### config.mk
export PLATFORM = sky130hd
export DESIGN_NAME = dispatch_alloc_ctrl
export DESIGN_NICKNAME = d
export VERILOG_FILES = /design/src/rtl/dispatch_alloc_ctrl.sv
export SDC_FILE = /design/constraint.sdc
export NUM_CORES = 1
export LEC_CHECK = 0
export BUFFER_PORTS_ARGS = -buffer_cell sky130_fd_sc_hd__buf_2
export CORE_ASPECT_RATIO = 1.5
export CORE_MARGIN = 2
export CORE_UTILIZATION = 52
export CTS_CLUSTER_DIAMETER = 120
export DETAILED_ROUTE_END_ITERATION = 10
export PLACE_DENSITY = 0.89
export SLEW_MARGIN = 20
export SYNTH_ARGS = -nofsm -noshare
export SYNTH_HDL_FRONTEND = slang
export SYNTH_SLANG_ARGS = --single-unit
### constraint.sdc
create_clock -name clock -period 6.31 [get_ports clock]
set_clock_uncertainty 0.2 [all_clocks]
set_input_delay 1.262 -clock clock [delete_from_list [all_inputs] [get_ports clock]]
set_output_delay 1.262 -clock clock [all_outputs]
set_load 0.02 [all_outputs]
### src/rtl/dispatch_alloc_ctrl.sv
// Dispatch allocation controller: in-order 3-wide dispatch gating against ROB,
// RS and freelist credit, with branch-recovery sequencing and a stall counter.
module dispatch_alloc_ctrl #(
   parameter int unsigned FL_DEPTH       = 32,
   parameter int unsigned CW             = 6,
   parameter int unsigned RECOVER_CYCLES = 2
) (
   input  logic          clock,
   input  logic          reset,
   input  logic [2:0]    slot_valid,
   input  logic [2:0]    slot_dest,
   input  logic [CW-1:0] rob_free,
   input  logic [CW-1:0] rs_free,
   input  logic [CW-1:0] fl_distance,
   input  logic [1:0]    retire_count,
   input  logic          bp_recover_en,
   output logic [2:0]    slot_accept,
   output logic [2:0]    dispatch_en,
   output logic          stall,
   output logic [1:0]    state,
   output logic [CW-1:0] fl_credit,
   output logic [15:0]   stall_count
);

   localparam int unsigned RCW = (RECOVER_CYCLES > 1) ? $clog2(RECOVER_CYCLES) : 1;
   localparam int unsigned SW  = CW + 1;
   localparam logic [RCW-1:0] RC_LOAD = RCW'(RECOVER_CYCLES - 1);
   localparam logic [CW-1:0]  DEPTH   = CW'(FL_DEPTH);

   typedef enum logic [1:0] {
      NORMAL  = 2'd0,
      RECOVER = 2'd1,
      RESYNC  = 2'd2
   } state_e;

   state_e          state_q, state_d;
   logic [RCW-1:0]  rec_cnt_q, rec_cnt_d;
   logic [CW-1:0]   fl_credit_q, fl_credit_d;
   logic [15:0]     stall_count_q, stall_count_d;

   logic [2:0]      accept_c;
   logic [CW-1:0]   dest_cnt_c;
   logic            chain_c;
   logic            stall_c;
   logic [1:0]      pop_c;
   logic [SW-1:0]   credit_sum_c;

   // In-order acceptance: each slot needs its own resources plus all older slots accepted
   always_comb begin
      accept_c   = '0;
      dest_cnt_c = '0;
      chain_c    = (state_q == NORMAL) && !reset;
      for (int i = 0; i < 3; i++) begin
         dest_cnt_c  = dest_cnt_c + CW'(slot_dest[i]);
         chain_c     = chain_c && slot_valid[i]
                       && (rob_free >= CW'(i + 1))
                       && (rs_free  >= CW'(i + 1))
                       && (dest_cnt_c <= fl_credit_q);
         accept_c[i] = chain_c;
      end
   end

   assign slot_accept = accept_c;
   assign dispatch_en = accept_c & slot_dest;
   assign stall_c     = slot_valid[0] & ~accept_c[0];
   assign stall       = stall_c;

   // Net credit change; pop never exceeds current credit so no underflow
   always_comb begin
      pop_c        = 2'(dispatch_en[0]) + 2'(dispatch_en[1]) + 2'(dispatch_en[2]);
      credit_sum_c = SW'(fl_credit_q) + SW'(retire_count) - SW'(pop_c);
   end

   // Next-state logic: recovery sequencing, credit update, stall counting
   always_comb begin
      state_d       = state_q;
      rec_cnt_d     = rec_cnt_q;
      fl_credit_d   = fl_credit_q;
      stall_count_d = stall_count_q;

      case (state_q)
         NORMAL: begin
            fl_credit_d = (credit_sum_c > SW'(FL_DEPTH)) ? DEPTH : credit_sum_c[CW-1:0];
         end
         RECOVER: begin
            if (rec_cnt_q == '0) begin
               state_d = RESYNC;
            end else begin
               rec_cnt_d = rec_cnt_q - RCW'(1);
            end
         end
         RESYNC: begin
            fl_credit_d = (fl_distance > DEPTH) ? DEPTH : fl_distance;
            state_d     = NORMAL;
         end
         default: begin
            state_d = RESYNC;
         end
      endcase

      // A new mispredict always restarts recovery
      if (bp_recover_en) begin
         state_d   = RECOVER;
         rec_cnt_d = RC_LOAD;
      end

      if ((state_q == NORMAL) && stall_c && (stall_count_q != 16'hFFFF)) begin
         stall_count_d = stall_count_q + 16'd1;
      end
   end

   // State registers
   always_ff @(posedge clock) begin
      if (reset) begin
         state_q       <= RESYNC;
         rec_cnt_q     <= '0;
         fl_credit_q   <= '0;
         stall_count_q <= '0;
      end else begin
         state_q       <= state_d;
         rec_cnt_q     <= rec_cnt_d;
         fl_credit_q   <= fl_credit_d;
         stall_count_q <= stall_count_d;
      end
   end

   assign state       = state_q;
   assign fl_credit   = fl_credit_q;
   assign stall_count = stall_count_q;

endmodule

# ---- Word level (Yosys, flattened, before mapping)
# Index checks and enable logic that the tools add are counted.
dict set report word_totals {
  ff_bits 25
  latch_bits 0
  ram_bits 0
  romBits 0
  input_bits 29
  out_inout_bits 31
  elab_cells 60
  mem_count 0
}
dict set report op_classes {
  add_sub_neg 8
  n_mul 0
  n_div 0
  n_lt_le_gt_ge 11
  eq_ne 5
  shift 0
  muxes 9
  n_bitwise 3
  n_reduce_logical 20
}
# operator count
set ops {}
lappend ops {{$ge A6 B2 Y1 const B} 4}
lappend ops {{$add A16 B1 Y16 const B} 1}
lappend ops {{$ne A16 B16 Y1 const B} 1}
lappend ops {{$logic_and A1 B1 Y1} 15}
lappend ops {{$ge A6 B1 Y1 const B} 2}
lappend ops {{$mux W6} 2}
lappend ops {{$pmux W6 S2} 1}
lappend ops {{$add A6 B2 Y7} 1}
lappend ops {{$gt A7 B6 Y1 const B} 1}
lappend ops {{$sub A7 B2 Y7} 1}
lappend ops {{$gt A6 B6 Y1 const B} 1}
lappend ops {{$le A1 B6 Y1} 1}
lappend ops {{$le A2 B6 Y1} 1}
lappend ops {{$le A3 B6 Y1} 1}
lappend ops {{$pmux W2 S3} 1}
lappend ops {{$add A1 B1 Y2} 2}
lappend ops {{$mux W2} 2}
lappend ops {{$reduce_bool A2 Y1} 2}
lappend ops {{$add A2 B1 Y3} 1}
lappend ops {{$and A3 B3 Y3} 1}
lappend ops {{$mux W1} 3}
lappend ops {{$ne A3 B3 Y1 const B} 1}
lappend ops {{$add A2 B1 Y2} 1}
lappend ops {{$eq A2 B1 Y1 const B} 1}
lappend ops {{8 further kinds} 8}

# ---- Longest topological paths before layout
# Gate-level depths: netlist of the first run.
dict set report logic_depth {
  ltp_word 21
  depth_mapped 20
  ltp_nobuf 20
}

# ---- Worst setup path before layout of the first run
# OpenSTA, ideal clock, no wires.
dict set report synth_timing {
  path_kind {input -> register}
  start {in slot_dest[0]}
  end {reg fl_credit_q[2] (netlist: fl_credit[2])}
  setup_time_ns 0.139
  arrival_ns 5.808
  t_required_ns 5.971
  setup_slack_ns 0.163
  cell_stages 20
  path_buffers 0
  cell_sequence {ha_1 -> ha_1 -> ha_1 -> ha_1 -> nand3_1 -> nand3_1 -> a21oi_1 -> nor4_1 -> and2_1 -> ha_1 -> fa_1 -> fa_1 -> inv_1 -> ha_1 -> fa_1 -> a211o_1 -> nand3_1 -> mux2_2 -> nor2_1 -> o32ai_1}
}
dict set report synth_between {
  elab_chain_len 16
  word_cells_on_any_way 21
  classes_between {add/sub (5); order compare (4); mux (2); bitwise (1); reduce/logical (9)}
}
# element line_no
set synth_lines {}
lappend synth_lines {{start, declared} 11} ;# input logic [2:0] slot_dest,
lappend synth_lines {{$le A1 B6 Y1} 58} ;# && (dest_cnt_c <= fl_credit_q);
lappend synth_lines {{$logic_and A1 B1 Y1} 58}
lappend synth_lines {{$logic_and A1 B1 Y1} 55} ;# chain_c = chain_c && slot_valid[i]
lappend synth_lines {{$logic_and A1 B1 Y1} 56} ;# && (rob_free >= CW'(i + 1))
lappend synth_lines {{$logic_and A1 B1 Y1} 57} ;# && (rs_free >= CW'(i + 1))
lappend synth_lines {{$logic_and A1 B1 Y1} 58}
lappend synth_lines {{$logic_and A1 B1 Y1} 55}
lappend synth_lines {{$logic_and A1 B1 Y1} 56}
lappend synth_lines {{(+2 left out)} n/a}
lappend synth_lines {{net chain_c} 43} ;# logic chain_c;
lappend synth_lines {{$and A3 B3 Y3 *} 64} ;# assign dispatch_en = accept_c & slot_dest;
lappend synth_lines {{net dispatch_en[2]} 18} ;# output logic [2:0] dispatch_en,
lappend synth_lines {{$add A2 B1 Y2 *} 70} ;# pop_c = 2'(dispatch_en[0]) + 2'(dispatch_en[1]) + 2'(dispatch_en[2]);
lappend synth_lines {{$sub A7 B2 Y7 *} 71} ;# credit_sum_c = SW'(fl_credit_q) + SW'(retire_count) - SW'(pop_c);
lappend synth_lines {{$gt A7 B6 Y1} 83} ;# fl_credit_d = (credit_sum_c > SW'(FL_DEPTH)) ? DEPTH : credit_sum_c[CW-1:0];
lappend synth_lines {{$mux W6 *} 83}
lappend synth_lines {{$pmux W6 S2 *} 81} ;# case (state_q)
lappend synth_lines {{end signal, assigned} 122} ;# fl_credit_q <= fl_credit_d;
lappend synth_lines {{end, declared} 38} ;# logic [CW-1:0] fl_credit_q, fl_credit_d;
# The timed path passes the listed nets; every way through them passes the cells marked *.
# A chain may end at the register's enable or synchronous reset.

# ---- Worst setup path in the final report of the first run
dict set report layout_timing {
  start {in slot_dest[0]}
  end {reg fl_credit_q[4] (netlist: fl_credit[4])}
}
dict set report layout_between {
  elab_chain_len 16
  word_cells_on_any_way 21
  classes_between {add/sub (5); order compare (4); mux (2); bitwise (1); reduce/logical (9)}
}
# element line_no
set layout_lines {}
lappend layout_lines {{$le A1 B6 Y1} 58}
lappend layout_lines {{$logic_and A1 B1 Y1} 58}
lappend layout_lines {{$logic_and A1 B1 Y1} 55}
lappend layout_lines {{$logic_and A1 B1 Y1} 56}
lappend layout_lines {{$logic_and A1 B1 Y1} 57}
lappend layout_lines {{$logic_and A1 B1 Y1} 58}
lappend layout_lines {{$logic_and A1 B1 Y1} 55}
lappend layout_lines {{$logic_and A1 B1 Y1} 56}
lappend layout_lines {{$logic_and A1 B1 Y1} 57}
lappend layout_lines {{$logic_and A1 B1 Y1} 58}
lappend layout_lines {{$and A3 B3 Y3 *} 64}
lappend layout_lines {{$add A2 B1 Y2 *} 70}
lappend layout_lines {{$sub A7 B2 Y7 *} 71}
lappend layout_lines {{$gt A7 B6 Y1} 83}
lappend layout_lines {{$mux W6 *} 83}
lappend layout_lines {{$pmux W6 S2 *} 81}
# Mark *: on every way between the ends. The rest lies on a longest branch, timed or not.

==> results of run 1 <==
flip-flops by register name, indices dropped and copies added, names as in the netlist:
register     flops
fl_credit        6
rec_cnt_q        1
stall_count     16
state            2
per-stage QoR:
stage	TNS [ns]	hold WS, ns	util, %
after global placement	0	0.273	63.3
final	0	0.303	64.8
after global routing	0	0.333	64.8
after CTS	0	0.300	64.5
after detailed placement	-0.953	0.285	63.3
after floorplan	0	0.267	-
worst min-delay path, stage by stage, from the launching register on:
cell,delay [ns]
dfxtp_1,0.33
o21ai_0,0.07
a21oi_1,0.06
power by group:
group	leakage [nW]	internal [mW]	switching, mW	total (mW)
clock network	0.0255	0.0443	0.0534	0.0977
registers	0.203	0.164	0.00867	0.173
logic	0.878	0.0631	0.0956	0.159
what timing repair did:
| item | in CTS | in global routing |
|---|---|---|
| setup endpoints to repair | 0 | 5 |
| hold buffers | 0 | 0 |
| gates resized for setup | 0 | 2 |
cell type report:
type	count	area (µm²)
multi-input combinational	182	1370
fill	314	1300
sequential	25	500
timing repair buffer	62	318
inverter	27	101
tap	43	53.8
clock buffer	3	41.3
clock inverter	1	5.00
cells in the mapped netlist, types with 2 or more instances:
library cell,number
a21oi_1,21
a31oi_1,4
and2_1,5
and3_1,7
and4_1,2
clkbuf_1,9
dfxtp_1,25
fa_1,5
ha_1,19
inv_1,27
mux2_2,5
nand2_1,12
nand2b_1,4
nand3_1,15
nor2_1,13
nor2b_1,5
nor3_1,4
nor4_1,4
o2111ai_1,2
o211ai_1,2
o21ai_0,4
o31ai_1,10
o32ai_1,5
or3_1,3
or4_1,10
xnor2_1,2
path summary, 6_finish.rpt:
kind	from	to	slack, ns
setup / recovery	slot_dest[0]	fl_credit[4]	0.26
hold / removal	rec_cnt_q	rec_cnt_q	0.30
setup reg to reg	state[0]	fl_credit[4]	1.09
hold reg to reg	rec_cnt_q	rec_cnt_q	0.30
metal layers:
| metal | wire length [µm] | share of wire (%) | vias to the layer above | global-route usage, % |
|---|---|---|---|---|
| li1 | - | - | 1011 | - |
| met1 | 1910 | 38 | 963 | 25.9 |
| met2 | 2780 | 55 | 58 | 41.5 |
| met3 | 217 | 4.3 | 11 | 2.79 |
| met4 | 119 | 2.4 | 0 | 10.5 |
| met5 | 0 | 0 | - | 0 |
kinds of logic (layout without fill, tap and decap cells):
group / after synthesis / after routing / share of synthesized area [%]
flip-flops: 25 / 25 / 24.8
adder cells (fa/ha/maj): 24 / 24 / 16.8
AND/OR/NAND/NOR: 91 / 91 / 25.6
XOR/XNOR: 2 / 2 / 0.869
buffers and inverters: 39 / 93 / 7.88
multiplexers: 5 / 5 / 2.79
AO/OA/AOI/OAI: 60 / 60 / 21.3
==> run metrics, run 1 <==
outcome=complete, no violations; worst min-delay path category=reg2reg; top cell type's share of synthesized area=24.8%; GP Congestion=0.840; fraction of layout cells with a size suffix above 1=26.0%; R2R cell count=16; CP Capture Type=flip-flop; Final setup viols=0; Initial Utilization=54.7%; Clock Root Buffer=clkbuf_8; relative slew slack=50.1%; Cell Area, Placed=2330 µm²; vias per cell=5.96; most frequent cells in the layout=buf_2, inv_1, dfxtp_1; # IOs=60; TritonCTS buffer count=3; synth unique cells=48; final layout net count=354; crit-path cells=buf_2 > ha_1 > ha_1 > ha_1 > ha_1 > nand3_1 > nand3_1 > a21oi_1 > nor4_2 > and2_1 > ha_1 > fa_1 > fa_1 > inv_1 > ha_1 > fa_1 > a211o_1 > nand3_1 > mux2_2 > nor2_2 > o32ai_1; Slew @ Worst Pin=0.744 ns; Max Slew Vio Count=0; Area contributors post-synth=dfxtp_1, ha_1, a21oi_1; largest net degree at the start of global routing=31; RSZ-0062 raised after global routing=no; WHS Path Cells=2; post-route setup slack=0.255 ns; Mean Syn Cell Area=8.19 µm²; clock sink count=25; pre-CTS setup slack=-0.202 ns; Die W=54.8 µm; Yosys top cell by area=dfxtp_1; CP max stage cell=fa_1; routed length per instance=14.6 µm; largest stage delay on the critical path=0.49 ns; post-route cell area=2380 µm²; first-pass GRT wire length=7.73 mm; FMAX=165 MHz; area of the core=3680 µm²; hpwl dp=3.91 mm; Post-Synthesis Cells=246; commonest register cell after synthesis=dfxtp_1; drc violations=0; max-cap violations=0; CP bufs+invs=2; Die Y=80.3 µm; total power=0.429 mW; clock latency on the worst-skew pair=0.28 ns; crit-path leading delay family=adder cells; Crit Path Class=in2reg; Clock Path Buffers=2; total global routing overflow=0; Reg clk slew, reported paths=0.09 ns; IO Port Bufs=59; vias in the first global route=1800; WP depth=21; final period utilization=96.0%; ys async rst share=0%; clock tree from TritonCTS=done; Initial DRC Count=86; Final Non-Filler Cells=343; syn_nets=299; commonest non-fill, non-tap cell in the layout=buf_2; vias=2043; worst endpoint data arrival time=6.00 ns; cell row count=27; leakage=1.11 nW; Setup crit start kind=input port; fin crit period=6.05 ns; post-synthesis register bit count=25; placed insts=339; die area=4400 µm²; Max FO, Critical Path=5; Total Wirelength=5.02 mm; final antenna-violating net count=0; Synth warnings=0; DRT Pass-1 Iters=6; initial antenna violation count=0; Synth-to-Final Area Change=18.3%; Post-synth EDFFs=0; H-tree depth=1; data required time of the worst path=6.25 ns; synthesized area=2020 µm²; Post-CTS Setup Bufs=0; post-synthesis sequential area ratio=24.8%; peak supply drop=0.154 mV; Total GRT Usage=23.3%; Cell Pwr Density=180 nW/µm²; # diodes=0; final hold vios=0; CP most frequent cell=ha_1
(Power assumes the default switching activity.)
==> inputs of run 2 (changes only) <==
--- a/config.mk
+++ b/config.mk
@@ -8,10 +8,10 @@
 export BUFFER_PORTS_ARGS = -buffer_cell sky130_fd_sc_hd__buf_2
 export CORE_ASPECT_RATIO = 1.5
 export CORE_MARGIN = 2
-export CORE_UTILIZATION = 52
+export CORE_UTILIZATION = 50
 export CTS_CLUSTER_DIAMETER = 120
 export DETAILED_ROUTE_END_ITERATION = 10
-export PLACE_DENSITY = 0.89
+export PLACE_DENSITY = 0.87
 export SLEW_MARGIN = 20
 export SYNTH_ARGS = -nofsm -noshare
 export SYNTH_HDL_FRONTEND = slang
==> run 2 against run 1 <==
Net effect:
- worst hold slack worse by 0.0046 ns
- clock power is 4.6% lower
- highest routed layer unchanged
- die area is 3.7% higher
- critical endpoint unchanged
- power is 1.3% lower
- clock-buffer cell count stayed put
==> run metrics, run 2 (same netlist as run 1, synthesis figures left out) <==
outcome=complete, no violations; Initial Utilization=51.4%; CTS Hold Bufs=0; fraction of layout cells with a size suffix above 1=26.0%; max reg flops=16; Synth-to-Final Area Change=18.4%; Total Neg Setup Slack=0 ns; final hold vios=0; IO Port Bufs=59; Die Y=81.8 µm; Cell Pwr Density=177 nW/µm²; max-cap violations=0; vias in the first global route=1854; commonest non-fill, non-tap cell in the layout=buf_2; Die W=55.8 µm; Initial DRC Count=26; GP Congestion=0.809; peak supply drop=0.133 mV; vias per cell=5.92; Clock Root Buffer=clkbuf_8; vias=2043; final layout net count=354; Worst R2R Setup Slack=1.12 ns; leakage=1.11 nW; worst min-delay path category=reg2reg; FMAX=166 MHz; die area=4570 µm²; hpwl dp=3.83 mm; clock tree from TritonCTS=done; Total Wirelength=4.89 mm; drc violations=0; worst endpoint data arrival time=5.97 ns; H-tree depth=1; Final setup viols=0; final period utilization=95.7%; CP Capture Type=flip-flop; total global routing overflow=0; initial antenna violation count=0; Reg clk slew, reported paths=0.08 ns; DRT Pass-1 Iters=5; clock sink count=25; Slew @ Worst Pin=0.744 ns; first-pass GRT wire length=7.94 mm; data required time of the worst path=6.24 ns; Max FO, Critical Path=5; total power=0.423 mW; Cell Area, Placed=2330 µm²; RSZ-0062 raised after global routing=no; total area of sequential cells=500 µm²; post-route cell area=2390 µm²; relative slew slack=50.0%; final antenna-violating net count=0; clock latency on the worst-skew pair=0.27 ns; # diodes=0; Setup crit start kind=input port; area of the core=3920 µm²; most frequent cells in the layout=buf_2, inv_1, dfxtp_1; TritonCTS buffer count=3; Crit Path Class=in2reg; Clock Path Buffers=2; filler instances=380; largest net degree at the start of global routing=31; routed length per instance=14.2 µm; Total GRT Usage=21.1%; # IOs=60; cell row count=28; footprint of the multi-input gates=1370 µm²; fin crit period=6.04 ns; Max Slew Vio Count=0
[run 2: cell counts in the layout (fill, tap and decap cells not counted)]
No cell type changed its count.
[run 2: where the power goes]
| group | switching (mW) | internal (mW) |
|---|---|---|
| clock network | 0.0491 | 0.0441 |
| registers | 0.00837 | 0.164 |
| logic | 0.0947 | 0.0631 |
[run 2: metrics by stage]
step | utilization (%) | hold WS [ns] | setup WS (ns) | cells
finish | 60.8 | 0.299 | 0.271 | 345
global route | 60.8 | 0.340 | 0.0513 | 345
floorplan | - | 0.267 | 0.163 | 246
detailed placement | 59.4 | 0.279 | -0.153 | 341
CTS | 60.6 | 0.296 | 0.135 | 345
global placement | 59.4 | 0.275 | 0.00981 | 341
[run 2: timing repair]
| action | in CTS | in global routing |
|---|---|---|
| setup buffers | 0 | 0 |
| setup endpoints to repair | 0 | 5 |
| gates resized for setup | 0 | 2 |
[run 2: final timing paths]
check / startpoint / end / cells after the start
max: slot_dest[0] / fl_credit[4] / 21
min: stall_count[13] / stall_count[13] / 2
max reg2reg: state[0] / fl_credit[4] / 16
min reg2reg: stall_count[13] / stall_count[13] / 2
[run 2: layout make-up]
class,count,share of cell area (%)
clock buffers,3,1.73
clock inverters,1,0.210
inverters,27,4.25
multi-input cells,182,57.2
flip-flops and latches,25,21.0
well taps,45,2.36
repair buffers,62,13.3
[run 2: worst max-delay path, stage by stage]
cell	delay, ns
buf_2	0.13
ha_1	0.32
ha_1	0.20
ha_1	0.18
ha_1	0.28
nand3_1	0.06
nand3_1	0.08
a21oi_1	0.05
nor4_2	0.23
and2_1	0.19
ha_1	0.25
fa_1	0.47
fa_1	0.49
inv_1	0.04
ha_1	0.20
fa_1	0.41
a211o_1	0.31
nand3_1	0.12
mux2_2	0.35
nor2_2	0.20
o32ai_1	0.13
[run 2: routing by layer]
layer | vias to the layer above | wire (µm) | track usage, %
li1 | 1016 | - | -
met1 | 967 | 1950 | 23.8
met2 | 50 | 2640 | 40.0
met3 | 10 | 212 | 2.99
met4 | 0 | 93 | 8.33
met5 | - | 0 | 0
